===== config.mk =====
export PLATFORM = sky130hd
export DESIGN_NAME = run_sequencer_flat
export DESIGN_NICKNAME = d
export VERILOG_FILES = /design/src/rtl/run_sequencer_pkg.sv /design/src/rtl/run_sequencer_if.sv /design/src/rtl/run_sequencer.sv /design/src/flat_wrapper.sv
export SDC_FILE = /design/constraint.sdc
export NUM_CORES = 1
export LEC_CHECK = 0
export CAP_MARGIN = 40
export CORE_MARGIN = 2
export CORE_UTILIZATION = 35
export DETAILED_ROUTE_END_ITERATION = 12
export GPL_ROUTABILITY_DRIVEN = 0
export HOLD_SLACK_MARGIN = 0.12
export PLACE_DENSITY_LB_ADDON = 0.25
export SYNTH_ARGS = -nofsm -noshare
export SYNTH_HDL_FRONTEND = slang
export SYNTH_SLANG_ARGS = --single-unit

===== constraint.sdc =====
create_clock -name clk -period 2.53 [get_ports clk]
set_clock_uncertainty 0.1 [all_clocks]
set_input_delay 0.506 -clock clk [delete_from_list [all_inputs] [get_ports clk]]
set_output_delay 0.506 -clock clk [all_outputs]
set_load 0.01 [all_outputs]

===== src/rtl/run_sequencer_pkg.sv =====
// Shared definitions for the run sequencer and its users.
// Holds the state encoding, the default parameter values and a helper
// that sizes the hold counter.
package run_sequencer_pkg;

  // Encoding is fixed so that benches and the FW top can decode the state.
  typedef enum logic [2:0] {
    SEQ_HOLD    = 3'd0,
    SEQ_START   = 3'd1,
    SEQ_RUN     = 3'd2,
    SEQ_FINISH  = 3'd3,
    SEQ_TIMEOUT = 3'd4
  } seq_state_e;

  localparam int unsigned DEF_HOLD_CYCLES    = 4;
  localparam int unsigned DEF_TIMEOUT_CYCLES = 1000;
  localparam int unsigned DEF_CNT_W          = 32;

  // Width of the hold counter for a given HOLD_CYCLES value.
  function automatic int unsigned hold_w(input int unsigned hold_cycles);
    return $clog2(hold_cycles) + 1;
  endfunction

endpackage


===== src/rtl/run_sequencer_if.sv =====
// Control bundle between the run sequencer and the FW core / harness.
//   done, rerun        : core/harness -> sequencer
//   sys_reset, start   : sequencer -> core
//   busy, finished,
//   timeout,
//   cycle_count        : sequencer status
// master = sequencer side, slave = core/harness side.
interface run_sequencer_if
  import run_sequencer_pkg::*;
#(
  parameter int unsigned CNT_W = DEF_CNT_W
);

  logic             done;
  logic             rerun;
  logic             sys_reset;
  logic             start;
  logic             busy;
  logic             finished;
  logic             timeout;
  logic [CNT_W-1:0] cycle_count;

  modport master (
    input  done, rerun,
    output sys_reset, start, busy, finished, timeout, cycle_count
  );

  modport slave (
    output done, rerun,
    input  sys_reset, start, busy, finished, timeout, cycle_count
  );

endinterface


===== src/rtl/run_sequencer.sv =====
// Run sequencer for the FW core: stretches the raw reset into a registered
// core reset, issues a one-cycle start pulse, measures the run length in
// cycles, stops a hung run with a watchdog and supports re-runs.
// Ports:
//   clk   : system clock, rising edge
//   reset : synchronous active-high reset
//   seq   : run_sequencer_if master modport (done/rerun in, status out)
module run_sequencer
  import run_sequencer_pkg::*;
#(
  parameter int unsigned HOLD_CYCLES    = DEF_HOLD_CYCLES,
  parameter int unsigned TIMEOUT_CYCLES = DEF_TIMEOUT_CYCLES,
  parameter int unsigned CNT_W          = DEF_CNT_W
) (
  input  logic          clk,
  input  logic          reset,
  run_sequencer_if.master seq
);

  localparam int unsigned      HOLD_W      = hold_w(HOLD_CYCLES);
  localparam logic [HOLD_W-1:0] HOLD_LAST  = HOLD_W'(HOLD_CYCLES - 1);
  localparam logic [CNT_W-1:0]  CNT_MAX    = '1;
  localparam logic [CNT_W-1:0]  CNT_LIMIT  = CNT_W'(TIMEOUT_CYCLES);
  localparam bit                WDOG_EN    = (TIMEOUT_CYCLES != 0);

  seq_state_e        state_q, state_d;
  logic [HOLD_W-1:0] hold_q, hold_d;
  logic [CNT_W-1:0]  cnt_q, cnt_d;
  logic              sys_reset_q, sys_reset_d;
  logic              start_q, start_d;
  logic              busy_q, busy_d;
  logic              finished_q, finished_d;
  logic              timeout_q, timeout_d;

  // State and registered outputs.
  always_ff @(posedge clk) begin
    if (reset) begin
      state_q     <= SEQ_HOLD;
      hold_q      <= '0;
      cnt_q       <= '0;
      sys_reset_q <= 1'b1;
      start_q     <= 1'b0;
      busy_q      <= 1'b0;
      finished_q  <= 1'b0;
      timeout_q   <= 1'b0;
    end else begin
      state_q     <= state_d;
      hold_q      <= hold_d;
      cnt_q       <= cnt_d;
      sys_reset_q <= sys_reset_d;
      start_q     <= start_d;
      busy_q      <= busy_d;
      finished_q  <= finished_d;
      timeout_q   <= timeout_d;
    end
  end

  // Next-state and next-output logic.
  always_comb begin
    state_d     = state_q;
    hold_d      = hold_q;
    cnt_d       = cnt_q;
    sys_reset_d = sys_reset_q;
    start_d     = 1'b0;
    busy_d      = busy_q;
    finished_d  = finished_q;
    timeout_d   = timeout_q;

    unique case (state_q)
      SEQ_HOLD: begin
        sys_reset_d = 1'b1;
        busy_d      = 1'b0;
        if (hold_q == HOLD_LAST) begin
          state_d     = SEQ_START;
          hold_d      = '0;
          sys_reset_d = 1'b0;
          start_d     = 1'b1;
          busy_d      = 1'b1;
          cnt_d       = '0;
        end else begin
          hold_d = HOLD_W'(hold_q + 1'b1);
        end
      end

      // done is deliberately not looked at during the start cycle.
      SEQ_START: begin
        state_d = SEQ_RUN;
        cnt_d   = CNT_W'(1);
      end

      // done has priority over the watchdog on the same edge.
      SEQ_RUN: begin
        if (seq.done) begin
          state_d    = SEQ_FINISH;
          busy_d     = 1'b0;
          finished_d = 1'b1;
        end else if (WDOG_EN && (cnt_q == CNT_LIMIT)) begin
          state_d     = SEQ_TIMEOUT;
          busy_d      = 1'b0;
          timeout_d   = 1'b1;
          sys_reset_d = 1'b1;
        end else if (cnt_q != CNT_MAX) begin
          cnt_d = CNT_W'(cnt_q + 1'b1);
        end
      end

      // cycle_count is left alone on rerun; the next start clears it.
      SEQ_FINISH, SEQ_TIMEOUT: begin
        if (seq.rerun) begin
          state_d     = SEQ_HOLD;
          hold_d      = '0;
          sys_reset_d = 1'b1;
          finished_d  = 1'b0;
          timeout_d   = 1'b0;
        end
      end

      default: begin
        state_d     = SEQ_HOLD;
        hold_d      = '0;
        sys_reset_d = 1'b1;
        busy_d      = 1'b0;
      end
    endcase
  end

  assign seq.sys_reset   = sys_reset_q;
  assign seq.start       = start_q;
  assign seq.busy        = busy_q;
  assign seq.finished    = finished_q;
  assign seq.timeout     = timeout_q;
  assign seq.cycle_count = cnt_q;

endmodule

===== src/flat_wrapper.sv =====
// flat-port wrapper written by rule: the top's interface ports become plain ports
module run_sequencer_flat import run_sequencer_pkg::*;
#(
  parameter int unsigned HOLD_CYCLES    = DEF_HOLD_CYCLES,
  parameter int unsigned TIMEOUT_CYCLES = DEF_TIMEOUT_CYCLES,
  parameter int unsigned CNT_W          = DEF_CNT_W
)
  (clk, reset, seq_done, seq_rerun, seq_sys_reset, seq_start, seq_busy, seq_finished, seq_timeout, seq_cycle_count);
  run_sequencer_if #(.CNT_W(CNT_W)) seq_i ();
  input  logic clk;
  input  logic reset;
  input wire logic [$bits(seq_i.done)-1:0] seq_done;
  input wire logic [$bits(seq_i.rerun)-1:0] seq_rerun;
  output wire logic [$bits(seq_i.sys_reset)-1:0] seq_sys_reset;
  output wire logic [$bits(seq_i.start)-1:0] seq_start;
  output wire logic [$bits(seq_i.busy)-1:0] seq_busy;
  output wire logic [$bits(seq_i.finished)-1:0] seq_finished;
  output wire logic [$bits(seq_i.timeout)-1:0] seq_timeout;
  output wire logic [$bits(seq_i.cycle_count)-1:0] seq_cycle_count;
  assign seq_i.done = seq_done;
  assign seq_i.rerun = seq_rerun;
  assign seq_sys_reset = seq_i.sys_reset;
  assign seq_start = seq_i.start;
  assign seq_busy = seq_i.busy;
  assign seq_finished = seq_i.finished;
  assign seq_timeout = seq_i.timeout;
  assign seq_cycle_count = seq_i.cycle_count;
  run_sequencer #(.HOLD_CYCLES(HOLD_CYCLES), .TIMEOUT_CYCLES(TIMEOUT_CYCLES), .CNT_W(CNT_W)) u_core (.clk(clk), .reset(reset), .seq(seq_i));
endmodule

==> impl_metrics.ini, run 1 <==
[clocking]
clock_path_buffers = 2
clock_latency_ns = 0.31
clk_pin_slew_ns = 0.10
cts-buffers-inserted = 5
cts_tree = built
cts.sinks = 43
cts-root-buf = clkbuf_8
htreeDepth = 2

[floorplan]
start_util_pct = 35.6
rows = 31
die_h_um = 89.4
core_mm2 = 0.00718
design.die.area_mm2 = 0.00800
die_x_um = 89.4
io_pins = 41

[power_and_ir_drop]
leakagePower_nw = 1.42
powerDensity_mw_per_mm2 = 532
irDropWorstVdd_v = 0.000416

[placement]
hpwl_mm = 6.41
placed_cells = 519
portBuffers = 40
dp_slack_ns = -0.116

[worst_setup_path]
reg2reg_depth = 8
critPathMaxFanout = 4
timing.rr.start = u_core.seq.cycle_count[0]
end_kind = flop
r2r-end = u_core.seq.cycle_count[20]
startpoint = u_core.seq.cycle_count[0]
critPathLaunchType = flop
required_ns = 2.69
path_class = reg2reg
arrival_ns = 2.65
crit_path_end = u_core.seq.cycle_count[20]
rrSetupSlack_ns = 0.04

[synth]
synth_compound_area_share_pct = 26.4
ys_warn_count = 0
synth_fa_ha_area_share_pct = 1.47
synth.avg_cell_area_um2 = 7.88
synth_fp_nets = 331
yosysUniqueCellTypes = 61
synth.area.mux_share_pct = 1.22
ys.flop_type = dfxtp_1
synthCells = 324
synth_edf_count = 0
synthArstFlopShare_pct = 0
synth-simple-area-share_pct = 33.3
synth-seq-cells = 43
yosys.area_share.xor_xnor_pct = 0
synth_top_family_by_area = simple AND/OR/NAND/NOR gates
synth_area_mm2 = 0.00255
synth_seq_area_share_pct = 33.7

[timing]
period_needed_ns = 2.49
hold_viol_final = 0
finalWorstSetupSlack_ns = 0.0430
setup_viol = 0
finalCritPeriodShare_pct = 98.3
grt_setup_unrepaired = yes
max-slew-margin-rel_pct = 68.8
worstMarginPinSlew_ns = 0.468
fmax_mhz = 402
drv_slew = 0

[cells_and_area]
synthToLayoutAreaGrowth_pct = 47.1
diodes = 0
drive_gt1_share_pct = 27.5
stdcell_count = 531
fin_nets = 438

[status]
status = finished, final reports clean

[flow_run]
cap_violations = 0

[grt]
grt_pass1_vias = 2763
track_usage_pct = 22.0
grt-ovfl-total = 0
antenna_found_initial = 0
grt_pass1_wl_mm = 13.6
grt_max_degree = 16

[hold_path]
min_path_type = reg2reg

[route]
via_per_inst = 5.68
drc_errors = 0
num_vias = 3018
routed_wl_mm = 8.59
wl_per_cell_um = 16.2
ant_nets = 0
drt_iter0_drc = 201
firstDrtPassIters = 7
==> routing by layer <==
| layer | global-route usage [%] | part of all wire (%) |
|---|---|---|
| met5 | 0 | 0 |
| met4 | 6.51 | 1.3 |
| met3 | 3.14 | 4.4 |
| met2 | 36.4 | 48 |
| met1 | 29.7 | 46 |
==> Yosys cell counts, drive strengths merged, types with 2 or more instances <==
master	number	area, um^2
a22oi	2	15.0
and4	2	17.5
inv	9	33.8
buf	8	36.3
a211oi	3	35.0
dfxtp	43	861
a31oi	6	37.5
o41ai	5	43.8
a2bb2oi	2	17.5
o31ai	3	22.5
o211ai	8	60.1
nand2	34	128
o21ai	20	100
nand4	15	109
or2	3	18.8
or4	11	86.3
nor4	10	77.6
nor2	33	126
nor3	11	55.1
a21oi	19	106
mux2i	2	20.0
a21o	7	52.6
o22ai	2	12.5
nand3	15	80.1
nand2b	2	12.5
o311ai	3	26.3
ha	3	37.5
a221o	3	33.8
a31o	2	17.5
and3	6	37.5
or3	5	36.3
clkbuf	8	30.0
==> cell families after synthesis <==
| logic type | count (synthesis) |
|---|---|
| DFF | 43 |
| buffers and inverters | 25 |
| AOI/OAI and AO/OA | 95 |
| and+or+nand+nor | 155 |
| muxes | 3 |
| adders and majority gates | 3 |
==> cell type report <==
cell class / count / area [um^2]
fillers: 705 / 3420
multi-input cells: 256 / 1660
repair buffers: 116 / 982
flip-flops and latches: 43 / 866
well taps: 99 / 124
clock buffers: 5 / 68.8
inverters: 9 / 33.8
clock inverters: 3 / 23.8
==> where the power goes <==
part / leakage (nW) / internal [mW] / total (mW) / switching (mW)
clock network: 0.0408 / 0.198 / 0.476 / 0.278
logic: 1.03 / 0.324 / 0.756 / 0.432
registers: 0.348 / 0.714 / 0.766 / 0.0528
total: 1.42 / 1.24 / 2.00 / 0.762
==> state kept, by name (all words and copies together) (netlist names) <==
register                count
u_core.seq.cycle_count     32
u_core.seq.busy             1
u_core.seq.finished         1
u_core.seq.start            1
u_core.seq.timeout          1
u_core.seq.sys_reset        1
u_core.hold_q               3
u_core.state_q              3
==> stage by stage <==
stage	utilization, %	power, mW	TNS (ns)	cell area, um^2	hold WS (ns)
floorplan	-	1.20	0	2550	0.353
global placement	49.5	1.49	-1.17	3550	0.346
detailed placement	49.5	1.51	-1.42	3550	0.351
CTS	51.4	1.98	-0.00522	3690	0.366
global route	52.4	2.12	-0.0988	3760	0.382
finish	52.4	2.00	0	3760	0.362
==> critical path, stage by stage (launching register included) <==
cell and delay (ns):
dfxtp_4 0.39, ha_4 0.14, nand3_2 0.08, or3_4 0.36
buf_6 0.14, or4_4 0.56, a211oi_4 0.26, or2_2 0.24
a221o_2 0.16
==> how the worst min path moves through the flow <==
stage | start | to | slack [ns] | cells after the start
5_1_grt | u_core.seq.busy | u_core.seq.busy | 0.38 | 2
4_1_cts | u_core.seq.busy | u_core.seq.busy | 0.37 | 2
3_3_place_gp | u_core.seq.busy | u_core.seq.busy | 0.35 | 2
2_1_floorplan | u_core.hold_q[2] | u_core.hold_q[2] | 0.35 | 1
6_report | u_core.seq.busy | u_core.seq.busy | 0.36 | 2
3_5_place_dp | u_core.seq.busy | u_core.seq.busy | 0.35 | 2
==> timing repair <==
action / in CTS / in global routing
hold buffers: 0 / 0
gates resized for setup: 8 / 11
endpoints found under the setup margin: 12 / 27
setup buffers: 0 / 4
pin swaps: 3 / 6
==> layout by cell type, fill, tap and decap left out, types with 9 or more instances in the layout <==
master           count
nor4_1               9
nand2_1             34
nor2_1              29
nor3_1              11
o21ai_0             18
a21oi_1             18
inv_1                9
dfxtp_1             41
buf_4               73
clkdlybuf4s50_1     40
nand3_1             13
nand4_1             14
No activity file was read; power rests on OpenSTA's default activity.
==> run 2, diff against run 1 <==
--- a/config.mk
+++ b/config.mk
@@ -15,3 +15,4 @@
 export SYNTH_ARGS = -nofsm -noshare
 export SYNTH_HDL_FRONTEND = slang
 export SYNTH_SLANG_ARGS = --single-unit
+export TNS_END_PERCENT = 50
==> run 2 against run 1 <==
Compared with the run above: hold slack about the same; flip-flop and latch count unchanged; non-clock buffer count unchanged; maximum frequency increased by 0.27%; clock power fell by 0.8%; combinational power is 0.5% higher; sequential share of layout area about the same; critical endpoint unchanged; largest cell class unchanged; largest power group unchanged; highest routed layer unchanged.
==> impl_metrics.ini, run 2 (synthesis gave the netlist of run 1 again) <==
[status]
status = finished, final reports clean

[route]
ant_nets = 0
routed_wl_mm = 8.50
drc_errors = 0
num_vias = 3030
drt_iter0_drc = 203
firstDrtPassIters = 5
via_per_inst = 5.71
wl_per_cell_um = 16.0

[grt]
grt_pass1_vias = 2764
gr-usage-met3_pct = 3.14
antenna_found_initial = 0
grt-busiest-layer = met2
grt-ovfl-total = 0
grt_pass1_wl_mm = 13.6
track_usage_pct = 22.0
grt_max_degree = 16
grt_use_met2_pct = 36.5
met1_usage_pct = 29.7

[placement]
hpwl_mm = 6.41
placed_cells = 519
portBuffers = 40
dpl_cell_area_mm2 = 0.00355
dp_slack_ns = -0.116

[worst_setup_path]
timing.rr.start = u_core.seq.cycle_count[0]
path_class = reg2reg
reg2reg_depth = 8
cpLargestDelayFamily = simple AND/OR/NAND/NOR gates
rrSetupSlack_ns = 0.05
crit_chain = ha_4 > nand3_2 > or3_4 > buf_6 > or4_4 > a211oi_4 > or2_2 > a221o_2
required_ns = 2.69
critPathLaunchType = flop
path_buf_inv = 1
max_stage_delay_ns = 0.56
cpMaxStageDelayCell = or4_4
end_kind = flop
critPathMaxFanout = 4
r2r-end = u_core.seq.cycle_count[20]
arrival_ns = 2.64

[timing]
hold_viol_final = 0
holdWs_ns = 0.362
finalWorstSetupSlack_ns = 0.0498
setup_viol = 0
grt_setup_unrepaired = yes
worstMarginPinSlew_ns = 0.465
setup_tns_ns = 0
fmax_mhz = 403
finalCritPeriodShare_pct = 98.0
drv_slew = 0
max-slew-margin-rel_pct = 69.0
period_needed_ns = 2.48

[clocking]
clk_pin_slew_ns = 0.09
clock_latency_ns = 0.31
cts_tree = built
cts.sinks = 43
cts-root-buf = clkbuf_8
clock_path_buffers = 2
htreeDepth = 2
cts-buffers-inserted = 5

[cells_and_area]
area.sequential_um2 = 866
final_common_cell = buf_4
synthToLayoutAreaGrowth_pct = 47.0
stdcell_count = 531
layout_common_cells = buf_4, dfxtp_1, clkdlybuf4s50_1
fin_util_pct = 52.3
multiInputGateArea_mm2 = 0.00166
fin_area_mm2 = 0.00375
drive_gt1_share_pct = 27.3
largest_register_ffs = 32
fin_nets = 438
diodes = 0
fillers = 705

[floorplan]
io_pins = 41
design.die.area_mm2 = 0.00800
start_util_pct = 35.6
die_x_um = 89.4
die_h_um = 89.4
rows = 31
core_mm2 = 0.00718

[power_and_ir_drop]
fin_total_pwr_mw = 2.00
powerDensity_mw_per_mm2 = 532
irDropWorstVdd_v = 0.000407
leakagePower_nw = 1.42

[hold_path]
hold_depth = 2
min_to = u_core.seq.busy
min_path_type = reg2reg
hp-start = u_core.seq.busy

[flow_run]
cap_violations = 0
[run 2: changes by cell type in the layout (fill, tap and decap cells not counted)]
cell     before  now
o21ai_0      18   17
or4_1         7    8
o21ai_1       2    3
or4_4         4    3
[run 2: tightest hold or removal path: stages, from the launching register on]
cell,delay [ns]
dfxtp_1,0.32
nand2_1,0.05
a21oi_1,0.05
[run 2: layer usage]
metal / share of wire [%] / vias to the layer above
met5: 0 / -
met4: 1.5 / 0
met3: 5.7 / 13
met2: 48 / 115
met1: 45 / 1436
li1: - / 1466
[run 2: area by class of cell]
type / count / share of cell area [%]
inverters: 9 / 0.900
flip-flops and latches: 43 / 23.1
repair buffers: 116 / 26.2
well taps: 99 / 3.30
clock buffers: 5 / 1.83
clock inverters: 3 / 0.633
multi-input cells: 256 / 44.1
[run 2: worst max path at each step]
| stage | slack, ns | start | cells past startpoint | end |
|---|---|---|---|---|
| floorplan | 0.0001 | u_core.seq.cycle_count[1] | 8 | u_core.seq.cycle_count[0] |
| global placement | -0.1 | seq_done | 8 | u_core.seq.cycle_count[25] |
| detailed placement | -0.12 | seq_done | 8 | u_core.seq.cycle_count[25] |
| CTS | -0.005 | u_core.seq.cycle_count[0] | 8 | u_core.seq.cycle_count[20] |
| global route | -0.03 | u_core.seq.cycle_count[0] | 9 | u_core.seq.cycle_count[2] |
| finish | 0.05 | u_core.seq.cycle_count[0] | 8 | u_core.seq.cycle_count[20] |
[run 2: report_power, final]
group          internal, mW  leakage, nW  switching [mW]
registers             0.714        0.348          0.0511
clock network         0.198       0.0408           0.274
logic                 0.324         1.03           0.436
[run 2: repair_timing]
action | 4_1_cts | 5_1_grt
resized for setup | 6 | 13
pin swaps | 3 | 5
buffers inserted | 0 | 4
hold buffers | 0 | 0
setup endpoints to repair | 12 | 26
